--- src/rtl/priority_encoder_8to3.sv ---
// Registered priority encoder: picks the highest-set request bit of u and
// reports its index, a one-hot grant, a valid flag and a multiple-request flag.

// One request position in the priority chain. above_any is set when any
// higher-priority request is active.
module priority_encoder_8to3_lane (
   input  logic req,
   input  logic above_any,
   output logic gnt,
   output logic dup,
   output logic below_any
);
   assign gnt       = req & ~above_any;
   assign dup       = req & above_any;
   assign below_any = req | above_any;
endmodule

module priority_encoder_8to3 #(
   parameter int WIDTH = 8,
   parameter int IDX_W = $clog2(WIDTH)
) (
   input  logic             clk,
   input  logic             rst_n,
   input  logic             en,
   input  logic [WIDTH-1:0] u,
   output logic [IDX_W-1:0] i,
   output logic             valid,
   output logic [WIDTH-1:0] grant,
   output logic             multi
);
   // AND-gating keeps an unknown u from reaching the flops while en=0.
   logic [WIDTH-1:0] u_g;
   logic [WIDTH:0]   above;
   logic [WIDTH-1:0] gnt_c;
   logic [WIDTH-1:0] dup_c;
   logic [IDX_W-1:0] idx_c;

   assign u_g          = u & {WIDTH{en}};
   assign above[WIDTH] = 1'b0;

   // Chain runs from the MSB down: each lane sees whether anything above it won.
   genvar k;
   generate
      for (k = WIDTH - 1; k >= 0; k--) begin : g_lane
         priority_encoder_8to3_lane u_lane (
            .req       (u_g[k]),
            .above_any (above[k+1]),
            .gnt       (gnt_c[k]),
            .dup       (dup_c[k]),
            .below_any (above[k])
         );
      end
   endgenerate

   always_comb begin
      idx_c = '0;
      for (int b = 0; b < WIDTH; b++) begin
         if (gnt_c[b]) idx_c = idx_c | IDX_W'(b);
      end
   end

   always_ff @(posedge clk) begin
      if (!rst_n) begin
         i     <= '0;
         valid <= 1'b0;
         grant <= '0;
         multi <= 1'b0;
      end else begin
         i     <= idx_c;
         valid <= above[0];
         grant <= gnt_c;
         multi <= |dup_c;
      end
   end
endmodule

--- config.mk ---
export PLATFORM = sky130hd
export DESIGN_NAME = priority_encoder_8to3
export DESIGN_NICKNAME = d
export VERILOG_FILES = /design/src/rtl/priority_encoder_8to3.sv
export SDC_FILE = /design/constraint.sdc
export NUM_CORES = 1
export LEC_CHECK = 0
export CORE_AREA = 5 5 42 44
export DETAILED_ROUTE_END_ITERATION = 8
export DIE_AREA = 0 0 47 49
export PLACE_DENSITY = 0.72
export SLEW_MARGIN = 0
export SYNTH_ARGS = -nofsm -noshare
export SYNTH_HDL_FRONTEND = slang
export SYNTH_SLANG_ARGS = --single-unit
--- constraint.sdc ---
create_clock -name clk -period 1.6 [get_ports clk]
set_input_delay 0.32 -clock clk [delete_from_list [all_inputs] [get_ports clk]]
set_output_delay 0.32 -clock clk [all_outputs]
set_load 0.05 [all_outputs]
==> results of run 1 <==
==> per-layer routing <==
metal	track usage, %	wire length, microns	vias up
li1	-	-	226
met4	6.91	22	0
met1	10.9	404	193
met2	15.8	507	11
met5	0	0	-
met3	1.48	67	2
==> cell type report <==
cell class	instances	area, sq um	share of cell area, %
repair buffers	28	235	31.3
well taps	16	20.0	2.67
inverters	2	7.51	1.00
multi-input cells	29	201	26.8
flip-flops and latches	13	260	34.7
clock buffers	4	26.3	3.50
==> through the flow <==
stage	setup WS (ns)	instances
after global placement	0.0189	88
final	0.264	92
after global routing	0.177	92
after floorplan	0.505	44
after detailed placement	-0.0173	88
after CTS	0.269	92
==> cells in the mapped netlist, types with 2 or more instances <==
master and n:
o21ai_0 2, a21oi_1 3, inv_1 2, dfxtp_1 13
nor2_1 5, and4b_1 2, or3_1 2, a211oi_1 3
==> final timing paths <==
| path | start | to | slack, ns | cells after the start |
|---|---|---|---|---|
| worst max-delay path | u[1] | multi$_SDFF_PN0_ | 0.26 | 5 |
| worst min-delay path | en | grant[7]$_SDFF_PN0_ | 0.67 | 2 |
==> where the power goes <==
part / internal (W) / switching (W) / leakage (nW) / total, W
Clock: 0.0000963 / 0.0000939 / 0.0150 / 0.000190
Combinational: 0.0000536 / 0.0000705 / 0.229 / 0.000124
Sequential: 0.000333 / 0.00000224 / 0.106 / 0.000335
Total: 0.000483 / 0.000167 / 0.350 / 0.000650
==> state kept, by name, summed over array words and instances (netlist names) <==
register / count
i: 3
multi: 1
valid: 1
grant: 8
==> kinds of logic (layout without fill, tap and decap cells) <==
family	after synthesis	after routing	synth area share, %
buffers and inverters	2	34	1.60
flip-flops	13	13	55.5
AND/OR/NAND/NOR	18	18	27.5
adder cells (fa/ha/maj)	1	1	2.13
AO/OA/AOI/OAI	10	10	13.3
==> critical path, stage by stage <==
cell             delay, ns
clkdlybuf4s50_1       0.45
or3_1                 0.39
nor2_1                0.14
o21a_1                0.14
a211oi_1              0.05
==> reports/metrics.yaml, run 1 <==
status: "finished, final reports clean"
vias_per_cell: 4.70
cts.htree.levels: 1
utilization_pct: 53.6
cts_max_path_buffers: 2
min_path_type: "in -> reg"
routed_wl_microns: 1000
postSynth.asyncResetShare_pct: 0
hold_viol: 0
place.gp.congestion: 0.726
pin_count: 24
first_iter_violations: 8
clock_sinks: 13
n_antenna_cell: 0
min_period_ns: 1.34
final_common_cell: "buf_4"
die_w_microns: 47
post-route-drc-count: 0
ir_drop_mv: 0.389
synth_edf_count: 0
cts_hold_buf: 0
power.density_mw_per_mm2: 865
synth_area_sq_um: 469
rsz0062_at_grt: "false"
drtAntennaViolNets: 0
nFillCells: 138
critPathKind: "in -> reg"
holdWs_ns: 0.674
final_cell_mix: "18 x buf_4, 13 x dfxtp_1, 10 x clkdlybuf4s50_1"
worstPathRequired_ns: 1.74
hpwl_microns: 807
yosys.area.top_type: "dfxtp_1"
leakage_nw: 0.350
cts_tree: "built"
netlist_top_cells_area: "dfxtp_1 55%, a211oi_1 4.8%, nor4_4 4.5%"
final_nets: 88
finalSetupViolCount: 0
grt_max_degree: 9
die_h_microns: 49
row_count: 14
grt_pass1_wl_microns: 1640
grt_pass1_vias: 394
post_cts.repair.setup_buffers: 0
clock.fmax_mhz: 749
maxCapViolCount: 0
antenna_found_initial: 0
coreArea_sq_mm: 0.00140
yosys_warnings: 0
cts_resized: 0
synth_top_flop_cell: "dfxtp_1"
synth_top_area_share_pct: 55.5
ys_ff_latch: 13
slew_viol_final: 0
io_buffer_count: 23
tightest_slew_ns: 0.262
routedWlPerCell_microns: 10.9
post-route-period-util_pct: 83.5
slew_headroom_pct: 82.5
area_delta_synth_final_pct: 60.0
drive_above_1_share_pct: 32.9
ys_seq_area_share_pct: 55.5
grt_usage_pct: 9.75
fin_tns_setup_ns: 0
postSynthAreaPerCell_sq_um: 10.7
die_area_sq_mm: 0.00230
firstDrtPassIters: 4
critPathArrivalTime_ns: 1.48
critPathLaunchType: "primary input"
synth_nets: 55
placed_cell_area_sq_um: 724
num_vias: 432
start_util_pct: 33.5
clk_pin_slew_ns: 0.07
synth_cells: 44
p_total_w: 0.000650
root_buffer: "clkbuf_4"
endpoint_kind: "flop"
crit_fanout: 4
final_area_sq_um: 751
ys_types: 20
numCtsBuffers: 3
grt.overflow.total: 0
Note: power is estimated with default switching activity, not from simulation.
==> run 2, diff against run 1 <==
--- a/config.mk
+++ b/config.mk
@@ -5,10 +5,10 @@
 export SDC_FILE = /design/constraint.sdc
 export NUM_CORES = 1
 export LEC_CHECK = 0
-export CORE_AREA = 5 5 42 44
+export CORE_MARGIN = 5
+export CORE_UTILIZATION = 36
 export DETAILED_ROUTE_END_ITERATION = 8
-export DIE_AREA = 0 0 47 49
-export PLACE_DENSITY = 0.72
+export PLACE_DENSITY = 0.74
 export SLEW_MARGIN = 0
 export SYNTH_ARGS = -nofsm -noshare
 export SYNTH_HDL_FRONTEND = slang
==> constraint.sdc (replaced) <==
create_clock -name clk -period 1.4 [get_ports clk]
set_input_delay 0.28 -clock clk [delete_from_list [all_inputs] [get_ports clk]]
set_output_delay 0.28 -clock clk [all_outputs]
set_load 0.05 [all_outputs]
==> run 2 against run 1 <==
- global-route usage rose by 2.1 points
- first-iteration DRC count down 25%
- critical path depth unchanged
- final area is 27% higher
- combinational power up 45%
- die area shrank 7.7%
- cell count rose by 4.3%
- critical path type unchanged
==> reports/metrics.yaml, run 2 (synthesized netlist as in run 1, its figures left out) <==
hpwl_microns: 934  # was 807 microns
final_nets: 93  # was 88
slew_viol_final: 0  # unchanged
p_total_w: 0.000786  # was 0.000650 W
post-route-drc-count: 0  # unchanged
sw_frac_of_total_pct: 25.1  # was 25.6%
drive_above_1_share_pct: 37.0  # was 32.9%
sequentialPowerShare_pct: 49.6  # was 51.6%
maxCapViolCount: 0  # unchanged
min_period_ns: 1.28
tightest_slew_ns: 0.240  # was 0.262 ns
critPathArrivalTime_ns: 1.44  # was 1.48 ns
ir_drop_mv: 0.419  # was 0.389 mV
slew_headroom_pct: 83.9  # was 82.5%
clock_sinks: 13  # unchanged
crit_fanout: 4  # unchanged
multi_input_area_sq_um: 201  # unchanged
cp_slowest_cell: "clkdlybuf4s50_1"  # unchanged
start_util_pct: 37.0  # was 33.5%
io_buffer_count: 23  # unchanged
critPathKind: "in -> reg"  # unchanged
cts_resized: 0  # unchanged
rsz0062_at_grt: "false"  # unchanged
finalNonFillerCells: 96  # was 92
critPathBufInv: 1  # unchanged
status: "finished, final reports clean"  # unchanged
cts.htree.levels: 1  # unchanged
seq_area_sq_um: 260  # unchanged
clk_pin_slew_ns: 0.07  # about the same
routedWlPerCell_microns: 11.1  # was 10.9 microns
root_buffer: "clkbuf_4"  # unchanged
endpoint_kind: "flop"  # unchanged
place.gp.congestion: 0.801  # was 0.726
final_cell_mix: "13 x dfxtp_1, 13 x buf_12, 10 x clkdlybuf4s50_1, 10 x buf_4, 5 x nor2_1"  # was 18 x buf_4, 13 x dfxtp_1, 10 x clkdlybuf4s50_1
die_h_microns: 46.1  # was 49 microns
grt_usage_pct: 11.8  # was 9.75%
n_antenna_cell: 0  # unchanged
grt_max_degree: 9  # unchanged
cts_max_path_buffers: 2  # unchanged
cts_hold_buf: 0  # unchanged
pin_count: 24  # unchanged
cts_tree: "built"  # unchanged
post_cts.repair.setup_buffers: 0  # unchanged
p_int_w: 0.000589  # was 0.000483 W
die_area_sq_mm: 0.00213  # was 0.00230 sq mm
critPathLaunchType: "primary input"  # unchanged
power.density_mw_per_mm2: 828  # was 865 mW/mm^2
post-route-period-util_pct: 91.8
row_count: 13  # was 14
pwr-share-clk_pct: 27.4  # was 29.3%
worstPathRequired_ns: 1.56  # was 1.74 ns
largest_registers: "grant: 8 flops, i: 3 flops"  # unchanged
coreArea_sq_mm: 0.00127  # was 0.00140 sq mm
drtAntennaViolNets: 0  # unchanged
switchingPower_w: 0.000197  # was 0.000167 W
antenna_found_initial: 0  # unchanged
grt.overflow.total: 0  # unchanged
vias_per_cell: 4.76  # was 4.70
holdWs_ns: 0.632  # was 0.674 ns
hold_viol: 0  # unchanged
largest_reg_flops: 8  # unchanged
area_delta_synth_final_pct: 102  # was 60.0%
combPwrFrac_pct: 22.9  # was 19.1%
placedCellCount: 92  # was 88
grt_pass1_wl_microns: 1730  # was 1640 microns
leakage_nw: 0.414  # was 0.350 nW
regMostFlops: "grant"  # unchanged
numCtsBuffers: 3  # unchanged
first_iter_violations: 6  # was 8
die_w_microns: 46.1  # was 47 microns
path_delay_family: "simple AND/OR/NAND/NOR gates"  # unchanged
nFillCells: 73  # was 138
firstDrtPassIters: 4  # unchanged
num_vias: 457  # was 432
slowest_delay_ns: 0.45  # about the same
min_path_type: "in -> reg"  # unchanged
path_cells: "clkdlybuf4s50_1 > or3_1 > nor2_1 > o21a_1 > a211oi_1"  # unchanged
routed_wl_microns: 1070  # was 1000 microns
clock.fmax_mhz: 778
finalSetupViolCount: 0  # unchanged
grt_pass1_vias: 449  # was 394
run 2: cell types whose count changed in the layout (fill, tap and decap cells not counted):
cell,before,now
buf_12,0,13
buf_4,18,10
run 2: area by class of cell:
class	instances	area share (%)
inverter	2	0.791
timing repair buffer	33	45.8
clock buffer	4	2.77
sequential	13	27.4
multi-input combinational	29	21.2
tap	15	1.98
run 2: worst paths after layout:
path                  slack [ns]  from                  end  cells past startpoint
worst min-delay path        0.63    en  grant[7]$_SDFF_PN0_                      2
worst max-delay path        0.12  u[1]     multi$_SDFF_PN0_                      5
run 2: power groups by stage:
| stage | clock network [W] | logic (W) | registers [W] |
|---|---|---|---|
| CTS | 0.000228 | 0.000182 | 0.000390 |
| finish | 0.000216 | 0.000180 | 0.000390 |
| global route | 0.000246 | 0.000189 | 0.000391 |
| detailed placement | 0 | 0.000181 | 0.000399 |
| global placement | 0 | 0.000178 | 0.000399 |
| floorplan | 0 | 0.0000252 | 0.000433 |
run 2: per-layer routing:
| layer | up-vias | track usage, % | part of all wire (%) |
|---|---|---|---|
| li1 | 238 | - | - |
| met1 | 203 | 12.4 | 39 |
| met2 | 12 | 19.8 | 53 |
| met3 | 4 | 1.17 | 4.7 |
| met4 | 0 | 11.9 | 3.3 |
| met5 | - | 0 | 0 |
run 2: through the flow:
step,util [%],TNS (ns),instance area (sq um),setup WS [ns]
detailed placement,72.8,-0.800,923,-0.169
CTS,74.9,0,950,0.122
floorplan,-,0,469,0.345
global route,74.9,0,950,0.0524
finish,74.9,0,950,0.115
global placement,72.8,-0.696,923,-0.134
==> run 3, diff against run 2 <==
--- a/config.mk
+++ b/config.mk
@@ -6,9 +6,9 @@
 export NUM_CORES = 1
 export LEC_CHECK = 0
 export CORE_MARGIN = 5
-export CORE_UTILIZATION = 36
+export CORE_UTILIZATION = 35
 export DETAILED_ROUTE_END_ITERATION = 8
-export PLACE_DENSITY = 0.74
+export PLACE_DENSITY = 0.72
 export SLEW_MARGIN = 0
 export SYNTH_ARGS = -nofsm -noshare
 export SYNTH_HDL_FRONTEND = slang
==> run 3 against run 2 <==
- clock-buffer cell count is the same
- cell count down 3.1%
- critical endpoint unchanged
- hold slack worse by 0.0062 ns
- fmax shrank 2.7%
- critical path type unchanged
- largest cell class unchanged
- non-clock buffer count shrank 3
- via count is 2.0% lower
- clock power barely moved
==> reports/metrics.yaml, run 3 (synthesized netlist as in run 1, its figures left out) <==
status: "finished, final reports clean"  # unchanged
cts_tree: "built"  # unchanged
row_count: 13  # unchanged
grt.overflow.total: 0  # unchanged
drtAntennaViolNets: 0  # unchanged
finalSetupViolCount: 0  # unchanged
critPathKind: "in -> reg"  # unchanged
die_area_sq_mm: 0.00217  # was 0.00213 sq mm
pwr-share-clk_pct: 27.7  # was 27.4%
utilization_pct: 72.3  # was 74.9%
min_path_type: "in -> reg"  # unchanged
min_period_ns: 1.32  # was 1.28 ns
slowest_delay_ns: 0.50  # was 0.45 ns
power.density_mw_per_mm2: 842  # was 828 mW/mm^2
routed_wl_microns: 1120  # was 1070 microns
critPathLaunchType: "primary input"  # unchanged
post-route-drc-count: 0  # unchanged
final_cell_mix: "13 x dfxtp_1, 13 x buf_12, 10 x clkdlybuf4s50_1"  # was 13 x dfxtp_1, 13 x buf_12, 10 x clkdlybuf4s50_1, 10 x buf_4, 5 x nor2_1
holdWs_ns: 0.626  # was 0.632 ns
critPathArrivalTime_ns: 1.47  # was 1.44 ns
worstPathRequired_ns: 1.55  # was 1.56 ns
pin_count: 24  # unchanged
crit_fanout: 6  # was 4
endpoint_kind: "flop"  # unchanged
cp_slowest_cell: "clkdlybuf4s50_1"  # unchanged
placedCellCount: 89  # was 92
place.gp.congestion: 0.801  # about the same
cts.htree.levels: 1  # unchanged
rsz0062_at_grt: "false"  # unchanged
drive_above_1_share_pct: 35.9  # was 37.0%
post_cts.repair.setup_buffers: 0  # unchanged
finalNonFillerCells: 93  # was 96
sw_frac_of_total_pct: 25.4  # was 25.1%
ir_drop_mv: 0.467  # was 0.419 mV
num_vias: 448  # was 457
vias_per_cell: 4.82  # was 4.76
maxCapViolCount: 0  # unchanged
slew_viol_final: 0  # unchanged
hp-start: "en"  # unchanged
hold_viol: 0  # unchanged
numCtsBuffers: 3  # unchanged
post-route-period-util_pct: 94.3  # was 91.8%
area_delta_synth_final_pct: 98.1  # was 102%
clock.fmax_mhz: 758  # was 778 MHz
placed_cell_area_sq_um: 901  # was 923 sq um
grt_pass1_wl_microns: 1770  # was 1730 microns
leakage_nw: 0.400  # was 0.414 nW
first_iter_violations: 11  # was 6
final_nets: 90  # was 93
die_w_microns: 46.6  # was 46.1 microns
root_buffer: "clkbuf_4"  # unchanged
final_area_sq_um: 930  # was 950 sq um
start_util_pct: 36.5  # was 37.0%
p_total_w: 0.000783  # was 0.000786 W
p_int_w: 0.000584  # was 0.000589 W
hpwl_microns: 916  # was 934 microns
hold_depth: 2  # unchanged
firstDrtPassIters: 4  # unchanged
routedWlPerCell_microns: 12.0  # was 11.1 microns
switchingPower_w: 0.000199  # was 0.000197 W
largest_reg_flops: 8  # unchanged
grt_usage_pct: 12.2  # was 11.8%
largest_registers: "grant: 8 flops, i: 3 flops"  # unchanged
clk_pin_slew_ns: 0.07  # about the same
sequentialPowerShare_pct: 49.9  # was 49.6%
antenna_found_initial: 0  # unchanged
grt_max_degree: 9  # unchanged
cts_max_path_buffers: 2  # unchanged
clock_sinks: 13  # unchanged
coreArea_sq_mm: 0.00128  # was 0.00127 sq mm
cts_hold_buf: 0  # unchanged
grt_pass1_vias: 413  # was 449
tightest_slew_ns: 0.240  # about the same
regMostFlops: "grant"  # unchanged
path_cells: "clkdlybuf4s50_1 > maj3_1 > o21ai_0 > a211oi_1"  # was clkdlybuf4s50_1 > or3_1 > nor2_1 > o21a_1 > a211oi_1
n_antenna_cell: 0  # unchanged
io_buffer_count: 23  # unchanged
hold_end: "grant[7]$_SDFF_PN0_"  # unchanged
combPwrFrac_pct: 22.4  # was 22.9%
slew_headroom_pct: 83.9  # about the same
die_h_microns: 46.6  # was 46.1 microns
[run 3: changes by cell type in the layout (fill, tap and decap cells not counted)]
cell,change
buf_4,-3
nor2_1,-1
nor2_2,+1
[run 3: metrics by stage]
stage | setup slack [ns] | TNS, ns
finish | 0.0801 | 0
global route | 0.0243 | 0
CTS | 0.0746 | 0
floorplan | 0.345 | 0
global placement | -0.146 | -0.609
detailed placement | -0.210 | -0.736
[run 3: metal layers]
| layer | share of wire [%] | up-vias | GRT usage (%) |
|---|---|---|---|
| met2 | 51 | 13 | 18.1 |
| met3 | 5.6 | 4 | 2.34 |
| met5 | 0 | - | 0 |
| met1 | 41 | 205 | 14.3 |
| li1 | - | 226 | - |
| met4 | 2.6 | 0 | 11.6 |
[run 3: power by group through the flow]
| stage | combinational, W | sequential [W] | clock, W |
|---|---|---|---|
| final | 0.000175 | 0.000391 | 0.000217 |
| after global routing | 0.000184 | 0.000391 | 0.000248 |
| after CTS | 0.000175 | 0.000391 | 0.000228 |
| after detailed placement | 0.000174 | 0.000399 | 0 |
| after global placement | 0.000172 | 0.000399 | 0 |
| after floorplan | 0.0000252 | 0.000433 | 0 |
[run 3: area by class of cell]
type | instances | area (sq um)
clock buffer | 4 | 26.3
sequential | 13 | 260
inverter | 2 | 7.51
timing repair buffer | 30 | 413
fill | 78 | 355
multi-input combinational | 29 | 204
tap | 15 | 18.8
[run 3: timing repair]
| item | in CTS | in global routing |
|---|---|---|
| setup endpoints to repair | 0 | 1 |
| endpoints found under the hold margin | 0 | 0 |
| resized for setup | 0 | 1 |
[run 3: worst max-delay path by stage]
stage	startpoint	to	slack (ns)	cells after the start
after floorplan	u[1]	multi$_SDFF_PN0_	0.34	4
after global placement	u[1]	multi$_SDFF_PN0_	-0.15	5
after detailed placement	u[1]	multi$_SDFF_PN0_	-0.21	5
after CTS	u[1]	multi$_SDFF_PN0_	0.07	5
after global routing	u[3]	multi$_SDFF_PN0_	0.02	4
final	u[3]	multi$_SDFF_PN0_	0.08	4
[run 3: critical path, delay by kind of cell]
family | cells | cell delay [ns]
buffers and inverters | 1 | 0.50
AO/OA/AOI/OAI | 2 | 0.31
adder cells (fa/ha/maj) | 1 | 0.38
